**config.mk**
```make
export PLATFORM = sky130hd
export DESIGN_NAME = nvram_ioctl_bridge
export DESIGN_NICKNAME = d
export VERILOG_FILES = /design/src/rtl/nvram_ioctl_bridge.sv
export SDC_FILE = /design/constraint.sdc
export NUM_CORES = 1
export LEC_CHECK = 0
export BUFFER_PORTS_ARGS = -buffer_cell sky130_fd_sc_hd__buf_2
export CORE_MARGIN = 3
export CORE_UTILIZATION = 38
export DETAILED_ROUTE_END_ITERATION = 10
export PLACE_DENSITY = 0.81
export SYNTH_ARGS = -nofsm -noshare
export SYNTH_HDL_FRONTEND = slang
export SYNTH_SLANG_ARGS = --single-unit
export TNS_END_PERCENT = 30
```
**constraint.sdc**
```tcl
create_clock -name clk_i -period 1.7 [get_ports clk_i]
set_input_delay 0.255 -clock clk_i [delete_from_list [all_inputs] [get_ports clk_i]]
set_output_delay 0.255 -clock clk_i [all_outputs]
set_load 0.02 [all_outputs]
```
**src/rtl/nvram_ioctl_bridge.sv**
```systemverilog
// Bridges the hps_io ioctl channel to NVRAM port B: upload reads with a
// wait handshake, download writes as one-cycle pulses, a CPU hold-off
// during transfers and a dirty flag for autosave.
module nvram_ioctl_bridge #(
  parameter int unsigned ADDR_W   = 6,
  parameter int unsigned NV_INDEX = 4
) (
  input  logic              clk_i,
  input  logic              btnCpuReset,
  input  logic              ioctl_upload,
  input  logic              ioctl_download,
  input  logic [7:0]        ioctl_index,
  input  logic [24:0]       ioctl_addr,
  input  logic              ioctl_rd,
  input  logic              ioctl_wr,
  input  logic [7:0]        ioctl_dout,
  output logic [7:0]        ioctl_din,
  output logic              ioctl_wait,
  output logic [ADDR_W-1:0] nv_addr,
  output logic [7:0]        nv_dout,
  output logic              nv_we,
  input  logic [7:0]        nv_q,
  input  logic              cpu_nv_we,
  output logic              cpu_hold,
  output logic              nv_dirty
);

  localparam int unsigned DATA_W = 8;
  localparam logic [DATA_W-1:0] DIN_IDLE = 8'hFF;

  typedef enum logic [1:0] {
    IDLE    = 2'd0,
    RD_ADDR = 2'd1,
    RD_DATA = 2'd2,
    RD_DONE = 2'd3
  } state_e;

  state_e              state_q, state_d;
  logic [ADDR_W-1:0]   nv_addr_q, nv_addr_d;
  logic [DATA_W-1:0]   nv_dout_q, nv_dout_d;
  logic                nv_we_q, nv_we_d;
  logic [DATA_W-1:0]   din_q, din_d;
  logic                rng_q, rng_d;
  logic                hold_q, hold_d;
  logic                sess_q, sess_d;
  logic                clr_q, clr_d;
  logic                dirty_q, dirty_d;

  logic                sel_up, sel_dn, in_rng, rd_accept, dirty_set;

  // Channel selection and address range decode.
  always_comb begin
    sel_up    = ioctl_upload && (ioctl_index == 8'(NV_INDEX));
    sel_dn    = ioctl_download && (ioctl_index == 8'(NV_INDEX)) && !ioctl_upload;
    in_rng    = (ioctl_addr[24:ADDR_W] == '0);
    rd_accept = (state_q == IDLE) && ioctl_rd && sel_up;
  end

  // Next-state and registered-output logic.
  always_comb begin
    state_d   = state_q;
    nv_addr_d = nv_addr_q;
    nv_dout_d = nv_dout_q;
    nv_we_d   = 1'b0;
    din_d     = din_q;
    rng_d     = rng_q;

    case (state_q)
      IDLE: begin
        if (rd_accept) begin
          nv_addr_d = ioctl_addr[ADDR_W-1:0];
          rng_d     = in_rng;
          state_d   = RD_ADDR;
        end else if (ioctl_wr && sel_dn && in_rng) begin
          nv_addr_d = ioctl_addr[ADDR_W-1:0];
          nv_dout_d = ioctl_dout;
          nv_we_d   = 1'b1;
        end
      end
      RD_ADDR: state_d = RD_DATA;
      RD_DATA: begin
        din_d   = rng_q ? nv_q : DIN_IDLE;
        state_d = RD_DONE;
      end
      RD_DONE: state_d = IDLE;
      default: state_d = IDLE;
    endcase

    // Hold the CPU off while a session is open or a read is still draining.
    sess_d    = sel_up || sel_dn;
    hold_d    = sess_d || (state_q != IDLE);
    clr_d     = sess_q && !sess_d;
    // CPU write wins over the session-end clear.
    dirty_set = cpu_nv_we && !hold_q;
    dirty_d   = dirty_set || (dirty_q && !clr_q);
  end

  // State and output registers.
  always_ff @(posedge clk_i or negedge btnCpuReset) begin
    if (!btnCpuReset) begin
      state_q   <= IDLE;
      nv_addr_q <= '0;
      nv_dout_q <= '0;
      nv_we_q   <= 1'b0;
      din_q     <= DIN_IDLE;
      rng_q     <= 1'b0;
      hold_q    <= 1'b0;
      sess_q    <= 1'b0;
      clr_q     <= 1'b0;
      dirty_q   <= 1'b0;
    end else begin
      state_q   <= state_d;
      nv_addr_q <= nv_addr_d;
      nv_dout_q <= nv_dout_d;
      nv_we_q   <= nv_we_d;
      din_q     <= din_d;
      rng_q     <= rng_d;
      hold_q    <= hold_d;
      sess_q    <= sess_d;
      clr_q     <= clr_d;
      dirty_q   <= dirty_d;
    end
  end

  // Wait rises in the strobe cycle itself and is forced low during reset.
  assign ioctl_wait = btnCpuReset && (rd_accept || (state_q != IDLE));
  assign ioctl_din  = din_q;
  assign nv_addr    = nv_addr_q;
  assign nv_dout    = nv_dout_q;
  assign nv_we      = nv_we_q;
  assign cpu_hold   = hold_q;
  assign nv_dirty   = dirty_q;

endmodule

```
==> run_results.csv <==
group,metric,value,unit
min_path,min-delay-start,"nv_q[3]",
critical_path,reg2regPathDepth,12,
critical_path,cp-end-kind,"output port",
power,p_per_area,945.2,mW/mm^2
critical_path,cp.arrival,1.61,ns
yosys,synth-main-ff-cell,"dfrtp_1",
floorplan,io_pins,82,
global_route,grt_max_degree,31,
route,detail-route-antenna-nets,0,
power,seq_power_share,39.2,%
route,drtIter0Drc,38,
clock_network,root_buffer,"clkbuf_4",
power,pwr-share-comb,32.5,%
floorplan,std_cell_rows,20,
route,num_vias,1253,
floorplan,core_region_area,0.003178,sq mm
yosys,yosysUniqueCellTypes,26,
global_route,overflow,0,
placement,dp.final_hpwl,3000,um
job,drv_cap,0,
timing,max_freq,537.0,MHz
critical_path,path_max_fanout,2,
route,avgRoutedWirePerCell,16.31,um
timing,setup_slack,-0.1622,ns
floorplan,start_util,41.30,%
critical_path,regToRegSetupSlack,-0.11,ns
timing,rsz0062_at_grt,"yes",
global_route,grt_pass1_vias,1294,
critical_path,critPathKind,"reg2out",
yosys,synth.yosys.seq_area_share,57.96,%
layout,fill_cells,257,
layout,layout_common_cells,"80 x buf_2, 22 x dfrtp_1, 19 x buf_4, 10 x mux2_4, 8 x dfstp_2",
route,vias_per_cell,4.953,
timing,clock_skew,0.008984,ns
timing,finalMaxSlewViolations,0,
yosys,syn_avg_cell_area,13.26,sq um
layout,syn2layout_area_growth,60.44,%
timing,hold_viol_final,0,
timing,tightest_slew,0.4078,ns
yosys,synth.net_count,158,
yosys,syn-instance-count,99,
yosys,yosys_warnings,0,
global_route,antenna_found_initial,0,
power,switching_power,577.6,uW
placement,preCtsSetupSlack,-0.2324,ns
timing,period_needed,1.862,ns
power,swShare,29.02,%
power,power_leakage,1.111,nW
layout,final_common_cell,"buf_2",
timing,setup_viol,16,
yosys,synthArstFlopShare,100.0,%
min_path,hold_path.class,"in2reg",
timing,min_period_over_period,109.5,%
min_path,hold_path_depth,3,
yosys,synth_edf_count,0,
power,ir_worst_vdd,601.6,uV
floorplan,dieHeight,64.77,um
critical_path,r2r-start,"state_q[1]",
floorplan,die_w,64.77,um
timing,setup_tns,-1.175,ns
layout,drive_gt1_share,69.38,%
clock_network,tritoncts,"done",
route,first_pass_iters,4,
yosys,synth-seq-cells,30,
placement,numPortBuffers,81,
clock_network,cts_sinks,30,
clock_network,path_clk_slew,0.10,ns
global_route,grtUsageTotal,20.94,%
power,power,1.990,mW
placement,gp_congestion,0.8694,
layout,antenna_cells,0,
min_path,min_to,"ioctl_din[3]",
clock_network,ctsHtreeMaxLevel,2,
layout,fin_nets,267,
status,violations,"setup timing",
power,internal_power,1.413,mW
critical_path,cp.required,1.44,ns
clock_network,cts_buffers,5,
power,clkPwrFrac,28.3,%
yosys,syn_area,0.001313,sq mm
placement,dpl_cell_area,0.001876,sq mm
status,status,"finished with violations",
critical_path,cp-start-kind,"register",
route,routed_wl,4127,um
timing,slew_headroom,72.56,%
critical_path,r2r_end,"rng_q",
route,drc,0,
floorplan,die_area,0.004195,sq mm
clock_network,clock_latency,0.34,ns
layout,final_area,0.002106,sq mm
global_route,grt_pass1_wl,6465,um
clock_network,clockBufferDepth,2,
worst max-delay path, cell delays in order (launching register included):
cell and delay [ns]:
dfrtp_1 0.41, inv_2 0.08, ha_4 0.13, buf_6 0.09, and3_4 0.17, nand3_4 0.07
nand2_4 0.07, and2_4 0.13, buf_6 0.11
registers in the layout, indices dropped and copies added (netlist names), 2 cells and up:
register / count
ioctl_din: 8
nv_dout: 8
nv_addr: 6
state_q: 2
per-stage QoR:
stage | util, % | hold WS, ns | cells
2_1_floorplan | - | -0.04059 | 99
6_report | 66.26 | 0.1146 | 253
3_3_place_gp | 59.02 | 0.3171 | 235
5_1_grt | 66.26 | 0.1061 | 253
3_5_place_dp | 59.02 | 0.3133 | 235
4_1_cts | 66.10 | 0.1033 | 256
how the worst max path moves through the flow:
| stage | start | endpoint | slack (ns) |
|---|---|---|---|
| after CTS | state_q[1] | ioctl_wait | -0.14 |
| after detailed placement | ioctl_addr[16] | nv_dout[6] | -0.23 |
| after floorplan | state_q[1] | nv_dout[0] | -0.06 |
| after global placement | ioctl_addr[16] | nv_addr[1] | -0.32 |
| final | state_q[1] | ioctl_wait | -0.16 |
| after global routing | state_q[0] | ioctl_wait | -0.24 |
cells by family after synthesis:
family / after synthesis / synth area share (%)
AO/OA/AOI/OAI: 12 / 7.817
adder cells (fa/ha/maj): 3 / 2.860
buffers and inverters: 9 / 2.574
flip-flops: 30 / 57.96
multiplexers: 16 / 13.63
AND/OR/NAND/NOR: 29 / 15.16
final cells by class:
class,instances,area [sq um],share of cell area [%]
multi-input combinational,60,595.6,28.28
timing repair buffer,103,586.8,27.87
tap,44,55.05,2.614
clock buffer,5,37.54,1.783
clock inverter,3,40.04,1.901
inverter,8,30.03,1.426
sequential,30,760.7,36.13
power by group through the flow:
stage	clock (mW)	sequential, mW	combinational, mW
3_5_place_dp	0	0.792	0.469
3_3_place_gp	0	0.787	0.462
2_1_floorplan	0	0.806	0.228
4_1_cts	0.575	0.778	0.646
6_report	0.564	0.780	0.646
5_1_grt	0.616	0.785	0.717
layer usage:
metal / routed length (um) / global-route usage, %
met1: 1621 / 23.53
met4: 119 / 11.61
met5: 0 / 0
met2: 2004 / 34.87
met3: 381 / 6.759
Yosys cell counts, drive strengths merged (3+ instances only):
| cell | n | area [sq um] |
|---|---|---|
| nor4 | 6 | 67.56 |
| inv | 8 | 30.03 |
| a31oi | 3 | 18.77 |
| nand4 | 3 | 18.77 |
| mux2 | 15 | 168.9 |
| nor2 | 5 | 18.77 |
| and2 | 3 | 18.77 |
| o22a | 5 | 43.79 |
| dfrtp | 22 | 550.5 |
| nand2 | 5 | 18.77 |
| dfstp | 8 | 210.2 |
| ha | 3 | 37.54 |
repair_timing:
action	in CTS	in global routing
gates cloned	0	0
hold buffers	1	0
pin swaps	6	0
setup endpoints to repair	9	18
buffers inserted	12	0
hold endpoints to repair	22	0
gates resized for setup	14	6
Power figures use the tool's default switching activity.
